### config.mk
export PLATFORM = sky130hd
export DESIGN_NAME = seg_scan_ctrl
export DESIGN_NICKNAME = d
export VERILOG_FILES = /design/src/rtl/seg_pkg.sv /design/src/rtl/segment.sv /design/src/rtl/seg_scan_ctrl.sv
export SDC_FILE = /design/constraint.sdc
export NUM_CORES = 1
export LEC_CHECK = 0
export CORE_MARGIN = 2
export CORE_UTILIZATION = 57
export DETAILED_ROUTE_END_ITERATION = 12
export GPL_TIMING_DRIVEN = 0
export PLACE_DENSITY = 0.8
export SYNTH_ARGS = -nofsm -noshare
export SYNTH_HDL_FRONTEND = slang
export SYNTH_SLANG_ARGS = --single-unit
### constraint.sdc
create_clock -name clk -period 2.96 [get_ports clk]
set_clock_uncertainty 0.15 [all_clocks]
set_input_delay 0.296 -clock clk [delete_from_list [all_inputs] [get_ports clk]]
set_output_delay 0.296 -clock clk [all_outputs]
set_load 0.03 [all_outputs]
### src/rtl/seg_pkg.sv
// Shared constants and state type for the 4-digit 7-segment scan controller.
package seg_pkg;

    localparam int         NUM_DIGITS = 4;
    localparam logic [6:0] SEG_OFF    = 7'b1111111;
    localparam logic [3:0] AN_OFF     = 4'b1111;

    typedef enum logic [1:0] {
        IDLE,
        BLANK,
        DRIVE
    } state_t;

endpackage

### src/rtl/segment.sv
// BCD-to-7-segment decoder, active-low segments {g,f,e,d,c,b,a}.
module segment
    import seg_pkg::*;
(
    input  logic [3:0] num,
    output logic [6:0] seg
);

    always_comb begin
        seg = SEG_OFF;
        case (num)
            4'd0:    seg = 7'b1000000;
            4'd1:    seg = 7'b1111001;
            4'd2:    seg = 7'b0100100;
            4'd3:    seg = 7'b0110000;
            4'd4:    seg = 7'b0011001;
            4'd5:    seg = 7'b0010010;
            4'd6:    seg = 7'b0000010;
            4'd7:    seg = 7'b1111000;
            4'd8:    seg = 7'b0000000;
            4'd9:    seg = 7'b0010000;
            default: seg = SEG_OFF;
        endcase
    end

endmodule

### src/rtl/seg_scan_ctrl.sv
// Multiplexed 4-digit common-anode display scanner with per-slot blanking and
// frame-synchronous double buffering. Optional macro: LEADING_ZERO_BLANK_EN.
module seg_scan_ctrl
    import seg_pkg::*;
#(
    parameter int DIGIT_CYCLES = 100000,
    parameter int BLANK_CYCLES = 1000
)
(
    input  logic        clk,
    input  logic        rst_n,
    input  logic        enable,
    input  logic        load,
    input  logic [15:0] value_in,
    output logic [3:0]  an,
    output logic [6:0]  seg,
    output logic        frame_start,
    output logic        pending
);

    localparam int            CW         = (DIGIT_CYCLES > 1) ? $clog2(DIGIT_CYCLES) : 1;
    localparam logic [CW-1:0] BLANK_LAST = CW'(BLANK_CYCLES - 1);
    localparam logic [CW-1:0] SLOT_LAST  = CW'(DIGIT_CYCLES - 1);

    state_t        state, state_next;
    logic [CW-1:0] cnt, cnt_next;
    logic [1:0]    idx, idx_next;
    logic          boundary;
    logic [15:0]   shadow, active;
    logic [3:0]    nibble;
    logic [6:0]    dec_seg;
    logic          digit_off;
    logic [3:0]    an_next;
    logic [6:0]    seg_next;
    logic          fs_next;

    segment u_segment (
        .num (nibble),
        .seg (dec_seg)
    );

    always_comb begin
        state_next = state;
        cnt_next   = cnt;
        idx_next   = idx;
        boundary   = 1'b0;
        if (!enable) begin
            state_next = IDLE;
            cnt_next   = '0;
            idx_next   = '0;
        end else begin
            case (state)
                IDLE: begin
                    state_next = BLANK;
                    cnt_next   = '0;
                    idx_next   = '0;
                    boundary   = 1'b1;
                end
                BLANK: begin
                    cnt_next = cnt + CW'(1);
                    if (cnt == BLANK_LAST) state_next = DRIVE;
                end
                DRIVE: begin
                    if (cnt == SLOT_LAST) begin
                        cnt_next   = '0;
                        idx_next   = idx + 2'd1;
                        state_next = BLANK;
                        boundary   = (idx == 2'd3);
                    end else begin
                        cnt_next = cnt + CW'(1);
                    end
                end
                default: state_next = IDLE;
            endcase
        end
    end

    // Invalid nibbles and (optionally) leading zeros override the decoder.
    always_comb begin
        nibble    = active[{idx, 2'b00} +: 4];
        digit_off = (nibble > 4'd9);
`ifdef LEADING_ZERO_BLANK_EN
        case (idx)
            2'd3:    digit_off = digit_off | (active[15:12] == 4'h0);
            2'd2:    digit_off = digit_off | (active[15:8] == 8'h00);
            2'd1:    digit_off = digit_off | (active[15:4] == 12'h000);
            default: digit_off = digit_off;
        endcase
`endif
        an_next  = AN_OFF;
        seg_next = SEG_OFF;
        fs_next  = (state == BLANK) && (idx == 2'd0) && (cnt == '0);
        if (state == DRIVE) begin
            an_next  = ~(4'b0001 << idx);
            seg_next = digit_off ? SEG_OFF : dec_seg;
        end
    end

    always_ff @(posedge clk or negedge rst_n) begin
        if (!rst_n) begin
            state       <= IDLE;
            cnt         <= '0;
            idx         <= '0;
            shadow      <= '0;
            active      <= '0;
            pending     <= 1'b0;
            an          <= AN_OFF;
            seg         <= SEG_OFF;
            frame_start <= 1'b0;
        end else begin
            state       <= state_next;
            cnt         <= cnt_next;
            idx         <= idx_next;
            an          <= an_next;
            seg         <= seg_next;
            frame_start <= fs_next;
            if (boundary && pending) active <= shadow;
            // A load on the boundary cycle wins over the boundary's clear.
            if (load) begin
                shadow  <= value_in;
                pending <= 1'b1;
            end else if (boundary) begin
                pending <= 1'b0;
            end
        end
    end

endmodule

==> Word-level counts from Yosys, hierarchy flattened <==
Memory sizes are Yosys's and may differ from the RTL's.
Index checks and enable logic that the tools add are counted.
{ "totals": {"ff_bits": 66, "rom_bits": 112, "input_bits": 20, "out_inout_bits": 13, "elab_cells": 52, "memories": 1} }
{ "classes": {"addsub": 2, "magnitude_cmp": 1, "n_eq_ne": 9, "shifts": 2, "n_mux": 18, "bitwise_logic": 1, "n_reduce_logical": 9} }
{ "memory_table": {"columns": ["name", "words", "width", "rd", "rd_clocked_by_memory_dff", "wr", "line_no", "rtl"], "rows": [
  ["(name not given)", 16, 7, 1, 0, 0, "segment.sv:11", "case (num)"]
]} }
{ "ops": {"columns": ["op", "count"], "rows": [
  ["$pmux 17 s3", 1],
  ["$mux 17", 2],
  ["$add 17x1->17 const B", 1],
  ["$eq 17x10->1 const B", 1],
  ["$eq 17x17->1 const B", 1],
  ["$logic_not 17->1", 1],
  ["$shiftx 16x5->4", 1],
  ["$mux 7", 2],
  ["$mux 2", 5],
  ["$ne 3x3->1 const B", 2],
  ["$pmux 2 s3", 1],
  ["$eq 2x2->1 const B", 2],
  ["$gt 4x4->1 const B", 1],
  ["$logic_not 2->1", 2],
  ["$mux 1", 4],
  ["$mux 4", 1],
  ["$ne 4x1->1 const B", 1],
  ["$not 4->4", 1],
  ["$pmux 2 s2", 1],
  ["$reduce_and 2->1", 2],
  ["$shl 1x2->4 const A", 1],
  ["$logic_and 1x1->1", 3],
  ["$ne 3x1->1 const B", 1],
  ["$add 2x1->2 const B", 1],
  ["3 further kinds", 3]
]} }

==> Longest topological paths before layout <==
Gate-level depths: netlist of run 1.
{ "depth": {"ltp_word": 6, "ltp_mapped": 8, "depth_no_buf": 7} }

==> Hierarchy <==
A second synthesis of run 1 with hierarchy kept.
{ "hier_totals": {"hier_cells": 389, "area_unflattened_um2": 3882.5} }
{ "modules_own_cells": {"columns": ["module", "n_inst", "cells_per_inst", "area_each_um2", "seq_area_each_um2"], "rows": [
  ["seg_scan_ctrl", 1, 358, 3682.3, 1665.3],
  ["segment", 1, 31, 200.2, 0.0]
]} }

==> Least setup slack after synthesis of run 1 <==
OpenSTA, ideal clock, no wires.
{ "synth_timing": {"kind": "register to register", "startpoint": "register cnt[14]", "endpoint": "register active[10]", "setup_time_ns": 0.125, "t_arrival_ns": 2.098, "slack_ns": 0.587, "path_stages_with_launch": 8, "n_path_buf": 2, "synth_period_minus_slack_ns": 2.373, "cell_sequence": "dfrtp_1 -> or4_4 -> nor4_4 -> a41o_1 -> and3_1 -> buf_6 -> buf_12 -> mux2_4"} }
{ "synth_between": {"elab_chain_cells": 5} }
{ "synth_rtl": {"columns": ["item", "line_no", "rtl"], "rows": [
  ["start, declared", "seg_scan_ctrl.sv:26", "logic [CW-1:0] cnt, cnt_next;"],
  ["start signal, assigned", "seg_scan_ctrl.sv:112", "cnt <= cnt_next;"],
  ["$eq 17x17->1", "seg_scan_ctrl.sv:64", "if (cnt == SLOT_LAST) begin"],
  ["$mux 1", "seg_scan_ctrl.sv:64", null],
  ["$pmux 1 s2", "seg_scan_ctrl.sv:52", "case (state)"],
  ["$mux 1", "seg_scan_ctrl.sv:47", "if (!enable) begin"],
  ["$logic_and 1x1->1", "seg_scan_ctrl.sv:117", "if (boundary && pending) active <= shadow;"],
  ["end signal, assigned", "seg_scan_ctrl.sv:117", null],
  ["end, declared", "seg_scan_ctrl.sv:29", "logic [15:0] shadow, active;"]
]} }
Every way passes these cells.
A chain may end at the register's enable or synchronous reset.

==> Final worst setup path of run 1 <==
{ "layout_timing": {"startpoint": "register state[0]", "endpoint": "register cnt[7]"} }
{ "layout_between": {"elab_chain_cells": 3} }
{ "layout_rtl": {"columns": ["item", "line_no", "rtl"], "rows": [
  ["start, declared", "seg_scan_ctrl.sv:25", "state_t state, state_next;"],
  ["start signal, assigned", "seg_scan_ctrl.sv:111", "state <= state_next;"],
  ["$eq 2x2->1, or another cell as far along", "seg_scan_ctrl.sv:52", null],
  ["$pmux 17 s3", "seg_scan_ctrl.sv:52", null],
  ["$mux 17", "seg_scan_ctrl.sv:47", null]
]} }
Parallel ways exist; a longest one is shown, timed or not.

==> results of run 1 <==
[kinds of logic (layout without fill, tap and decap cells)]
| group | Yosys count | after routing | share of synthesized area (%) |
|---|---|---|---|
| AO/OA/AOI/OAI | 35 | 35 | 7.150 |
| XOR/XNOR | 6 | 6 | 1.606 |
| adder cells (fa/ha/maj) | 14 | 14 | 5.354 |
| buffers and inverters | 24 | 72 | 4.436 |
| flip-flops | 66 | 66 | 50.90 |
| multiplexers | 41 | 41 | 16.44 |
| AND/OR/NAND/NOR | 91 | 91 | 14.11 |
[synth_stat cells (2+ instances only)]
cell type and instances:
o31ai_1 2, mux2_4 10, nor3_1 4, clkbuf_1 6
mux4_2 4, mux2i_1 5, and2_1 2, nand3_1 15
o311ai_0 5, buf_2 2, o21ai_0 11, nor4_1 2
a21oi_1 5, nand4_1 5, dfrtp_1 55, inv_1 12
ha_1 14, a21boi_0 2, nor4b_1 2, nor2_1 16
nand2b_1 2, and3_1 5, dfstp_2 11, nand2_1 30
o211ai_1 2, xnor2_1 6, mux2_2 22, a31oi_1 2
[flip-flops by register name (all words and copies together) (netlist names), 2 cells and up]
| name | cells |
|---|---|
| state | 2 |
| idx | 2 |
| an | 4 |
| cnt | 17 |
| active | 16 |
| seg | 7 |
| shadow | 16 |
[metal layers]
metal	up-vias	part of all wire [%]	global-route usage [%]
met2	77	47	32.94
met1	1091	46	30.24
met5	-	0	0
met3	12	5.6	5.090
met4	0	2.1	10.51
li1	1072	-	-
[final timing paths]
kind | startpoint | end | slack, ns | depth (start not counted)
worst max-delay path | state[0] | cnt[7] | 0.24 | 7
worst min-delay path | load | shadow[3] | 0.32 | 2
worst max register to register | state[0] | cnt[7] | 0.24 | 7
worst min register to register | shadow[9] | active[9] | 0.36 | 1
max in group asynchronous | rst_n | idx[0] | 1.70 | 2
min in group asynchronous | rst_n | shadow[5] | 0.43 | 2
[through the flow]
step	cell area (sq um)	total power, mW
2_1_floorplan	3272	1.475
3_3_place_gp	3672	1.596
3_5_place_dp	3670	1.622
4_1_cts	3881	2.406
5_1_grt	3881	2.503
6_report	3881	2.382
[timing repair]
action / in CTS / in global routing
endpoints found under the setup margin: 0 / 2
hold buffers: 1 / 0
gates resized for setup: 0 / 2
endpoints found under the hold margin: 55 / 0
[area by class of cell]
cell class,count,share of cell area [%]
plain buffers,12,2.579
repair buffers,32,8.188
multi-input cells,187,37.65
clock buffers,9,3.191
flip-flops and latches,66,42.91
clock inverters,7,1.999
inverters,12,1.161
well taps,72,2.321
[where the power goes]
group	leakage [nW]	switching (mW)	total (mW)	internal, mW
registers	0.805	0.0742	1.10	1.02
logic	0.729	0.235	0.513	0.277
clock network	0.100	0.377	0.773	0.396
total	1.63	0.687	2.38	1.70
==> reports/metrics.yaml, run 1 <==
setup_path:
  startpoint_type: "flip-flop"
  cp_top_family: "compound AO/OA/AOI/OAI gates"
  path_class: "flip-flop to flip-flop"
  worstSetupEndpointType: "flip-flop"
  path_cells: "inv_1 > ha_1 > clkbuf_1 > o211ai_1 > a31oi_1 > nor2_1 > nor2_1"
  crit_buf_inv: 2
  cp_max_fo: 10
  slowest_stage: "a31oi_1"
  crit_arrival_ns: 2.83
  cpMostUsedCell: "nor2_1"
  crit_required_ns: 3.07
  cpPeakStageDelay_ns: 0.62
clocking:
  clock_sinks: 66
  post_cts_buffers: 0
  clk_pin_slew_ns: 0.08
  clock_path_buffers: 2
  clk_latency_ns: 0.34
  cts_buffers: 9
  htreeDepth: 3
  cts_tree: "yes"
  cts-root-buf: "clkbuf_8"
detailed_routing:
  wl_um: 6170
  ant_nets: 0
  vias: 2252
  vias_per_cell: 5.673
  drc: 0
  drt-initial-drc-count: 262
  wl_per_cell_um: 15.54
  drt_pass1_iterations: 4
cells_and_area:
  mostFrequentLayoutCell: "dfrtp_1"
  regArea_sq_um: 1665
  syn_to_final_growth_pct: 18.62
  n_antenna_cell: 0
  nNetsFinal: 354
  final_cell_mix: "dfrtp_1, nand2_1, clkdlybuf4s50_1, mux2_2, nor2_1"
  layout-drive-gt1-share_pct: 22.46
  n_fill_cell: 411
  finalNonFillerCells: 397
  final_core_util_pct: 70.05
  multi_input_area_sq_um: 1461
run_status:
  status: "finished, final reports clean"
floorplan:
  die_w_um: 79.77
  core_sq_um: 5540
  die_area_sq_um: 6362
  fp.dieH_um: 79.77
  start_util_pct: 59.06
  io_pins: 33
  rows: 27
power_and_ir_drop:
  p_per_area_nw_per_um2: 613.8
  peakVddDrop_v: 0.0003994
  leakage_nw: 1.634
synth:
  syn_nets: 311
  yosysWarnings: 0
  netlist.area_leader.share_pct: 42.07
  avgSynthCellArea_sq_um: 11.81
  synthTopCellsByArea: "dfrtp_1, dfstp_2, mux2_2, ha_1, mux2_4"
  synthFlopType: "dfrtp_1"
  synth_edf_count: 0
  ys_ff_latch: 66
  async_flop_share_pct: 100.0
  post_synth_instance_area_sq_um: 3272
  ys_types: 46
  yosys.area.top_type: "dfrtp_1"
  synthCells: 277
  synth_seq_area_share_pct: 50.90
place:
  port_buffers: 31
  dp_cells: 380
  finalWeightedCongestion: 0.8898
  dp.final_hpwl_um: 4203
  pre_cts_ws_ns: 0.2692
sta:
  holdWs_ns: 0.3184
  max_slew_margin_pct: 35.20
  min_period_over_period_pct: 91.75
  rsz0062_at_grt: "false"
  finalCriticalPeriod_ns: 2.716
  clock.fmax_ghz: 0.3682
  setup_tns_ns: 0
  hold_viol: 0
  slew_violations: 0
  fin_ws_ns: 0.2443
  worst_pin_slew_ns: 0.9585
  setup_viol: 0
grt:
  grt_pass1_wl_um: 10510
  grt_usage_pct: 21.93
  grt_remaining_overflow: 0
  grt_start_max_net_pins: 67
  grt_pass1_vias: 2214
  antenna_found_initial: 0
worst_hold_path:
  hold_class: "input port to flip-flop"
run:
  max_cap_viol_count: 0
No activity file was read; power rests on OpenSTA's default activity.
==> inputs of run 2 (changes only) <==
--- a/config.mk
+++ b/config.mk
@@ -6,8 +6,9 @@
 export NUM_CORES = 1
 export LEC_CHECK = 0
 export CORE_MARGIN = 2
-export CORE_UTILIZATION = 57
+export CORE_UTILIZATION = 64
 export DETAILED_ROUTE_END_ITERATION = 12
+export DONT_BUFFER_PORTS = 1
 export GPL_TIMING_DRIVEN = 0
 export PLACE_DENSITY = 0.8
 export SYNTH_ARGS = -nofsm -noshare
==> constraint.sdc (replaced) <==
create_clock -name clk -period 3.2 [get_ports clk]
set_clock_uncertainty 0.15 [all_clocks]
set_input_delay 0.32 -clock clk [delete_from_list [all_inputs] [get_ports clk]]
set_output_delay 0.32 -clock clk [all_outputs]
set_load 0.03 [all_outputs]
==> reports/metrics.yaml, run 2 (synthesis results as in run 1) <==
run_status:
  status: "finished, final reports clean"  # unchanged
setup_path:
  r2r_cells: 7  # unchanged
  startpoint_type: "flip-flop"  # unchanged
  path_class: "flip-flop to flip-flop"  # unchanged
  crit_required_ns: 3.28  # was 3.07 ns
  r2r-end: "seg[2]"  # was cnt[7]
  crit_arrival_ns: 2.79  # was 2.83 ns
  worstReg2RegStart: "idx[0]"  # was state[0]
  r2r_slack_ns: 0.49  # was 0.24 ns
  cp_max_fo: 6  # was 10
  worstSetupEndpointType: "flip-flop"  # unchanged
sta:
  finalCriticalPeriod_ns: 2.710  # was 2.716 ns
  hold_viol: 0  # unchanged
  slew_violations: 0  # unchanged
  setup_tns_ns: 0  # unchanged
  max_slew_margin_pct: 39.96  # was 35.20%
  rsz0062_at_grt: "false"  # unchanged
  worst_pin_slew_ns: 0.8880  # was 0.9585 ns
  setup_viol: 0  # unchanged
  min_period_over_period_pct: 84.67  # was 91.75%
  clock.fmax_ghz: 0.3691  # was 0.3682 GHz
power_and_ir_drop:
  leakage_nw: 1.572  # was 1.634 nW
  peakVddDrop_v: 0.0003666  # was 0.0003994 V
  p_per_area_nw_per_um2: 563.1  # was 613.8 nW/um^2
detailed_routing:
  wl_per_cell_um: 16.14  # was 15.54 um
  drt-initial-drc-count: 218  # was 262
  wl_um: 6149  # was 6170 um
  ant_nets: 0  # unchanged
  vias: 2209  # was 2252
  vias_per_cell: 5.798  # was 5.673
  drc: 0  # unchanged
  drt_pass1_iterations: 4  # unchanged
cells_and_area:
  finalNonFillerCells: 381  # was 397
  largest_reg_flops: 17  # unchanged
  nNetsFinal: 340  # was 354
  largestRegisters: "cnt x17, active x16, shadow x16"  # unchanged
  n_antenna_cell: 0  # unchanged
  final_core_util_pct: 74.50  # was 70.05%
  final_cell_mix: "dfrtp_1, nand2_1, mux2_2, dlygate4sd3_1, nor2_1"  # was dfrtp_1, nand2_1, clkdlybuf4s50_1, mux2_2, nor2_1
  n_fill_cell: 357  # was 411
  syn_to_final_growth_pct: 14.07  # was 18.62%
  largest_register: "cnt"  # unchanged
  layout-drive-gt1-share_pct: 22.51  # was 22.46%
  fin_area_sq_um: 3732  # was 3881 sq um
  mostFrequentLayoutCell: "dfrtp_1"  # unchanged
place:
  finalWeightedCongestion: 0.8911  # was 0.8898
  port_buffers: 0  # was 31
  dpl_cell_area_sq_um: 3359  # was 3670 sq um
  dp.final_hpwl_um: 4241  # was 4203 um
  dp_cells: 347  # was 380
floorplan:
  io_pins: 33  # unchanged
  rows: 26  # was 27
  fp.dieH_um: 75.50  # was 79.77 um
  die_area_sq_um: 5700  # was 6362 sq um
  core_sq_um: 5010  # was 5540 sq um
  die_w_um: 75.50  # was 79.77 um
  start_util_pct: 65.31  # was 59.06%
grt:
  grt_start_max_net_pins: 67  # unchanged
  antenna_found_initial: 0  # unchanged
  grt_pass1_vias: 2102  # was 2214
  grt_usage_pct: 24.14  # was 21.93%
  grt_pass1_wl_um: 9977  # was 10510 um
  grt_remaining_overflow: 0  # unchanged
clocking:
  clk_latency_ns: 0.35  # was 0.34 ns
  clock_sinks: 66  # unchanged
  cts-root-buf: "clkbuf_8"  # unchanged
  cts_resized: 0  # unchanged
  clk_pin_slew_ns: 0.07  # was 0.08 ns
  clock_path_buffers: 2  # unchanged
  htreeDepth: 3  # unchanged
  cts_buffers: 9  # unchanged
  cts_tree: "yes"  # unchanged
worst_hold_path:
  hold_class: "input port to flip-flop"  # unchanged
  whs_path_depth: 3  # was 2
  hp-start: "enable"  # was load
  min_to: "state[0]"  # was shadow[3]
run:
  max_cap_viol_count: 0  # unchanged
-- run 2: cell types whose count changed in the layout (fill, tap and decap cells not counted), sizes merged --
cell | previous run | this run
clkinv | 3 | 1
bufinv | 1 | 0
inv | 14 | 12
dlygate4sd3 | 1 | 17
buf | 7 | 6
clkbuf | 14 | 20
clkdlybuf4s50 | 30 | 0
-- run 2: final cells by class --
| type | count | area [sq um] | share of cell area, % |
|---|---|---|---|
| timing repair buffer | 18 | 197.7 | 5.297 |
| clock buffer | 14 | 162.7 | 4.358 |
| inverter | 12 | 45.04 | 1.207 |
| tap | 70 | 87.58 | 2.347 |
| buffer | 12 | 100.1 | 2.682 |
| clock inverter | 2 | 12.51 | 0.3352 |
| sequential | 66 | 1665 | 44.62 |
| multi-input combinational | 187 | 1461 | 39.16 |
-- run 2: how the worst max path moves through the flow --
stage	start	cells after the start	slack (ns)	endpoint
floorplan	cnt[14]	7	0.83	active[10]
detailed placement	idx[0]	7	0.49	seg[2]
finish	idx[0]	7	0.49	seg[2]
CTS	idx[0]	7	0.49	seg[2]
global route	idx[0]	7	0.25	seg[2]
global placement	idx[0]	7	0.58	seg[2]
-- run 2: power breakdown --
group	internal [mW]	switching, mW
Clock	0.323	0.298
Combinational	0.245	0.202
Sequential	0.947	0.0872
-- run 2: through the flow --
step / power (mW) / hold WS (ns) / setup slack [ns]
after global placement: 1.434 / -0.1238 / 0.5803
after CTS: 2.123 / 0.2108 / 0.4924
after global routing: 2.221 / 0.2661 / 0.2537
after detailed placement: 1.463 / -0.1241 / 0.4929
final: 2.102 / 0.2289 / 0.4904
after floorplan: 1.364 / -0.1256 / 0.8271
-- run 2: repair_timing --
| action | in CTS | in global routing |
|---|---|---|
| setup buffers | 0 | 0 |
| hold buffers | 18 | 0 |
| endpoints found under the hold margin | 82 | 0 |
-- run 2: metal layers --
metal / GRT usage [%] / vias up / wire (um)
li1: - / 1043 / -
met1: 31.96 / 1065 / 2644
met2: 37.20 / 85 / 2997
met3: 5.820 / 16 / 341
met4: 12.48 / 0 / 165
met5: 0 / - / 0
-- run 2: critical path: stages, from the launching register on --
cell	delay (ns)
dfrtp_1	0.37
clkbuf_1	0.36
mux4_2	0.62
inv_1	0.15
ha_1	0.20
o21ai_0	0.09
a21boi_0	0.42
o21ai_0	0.23
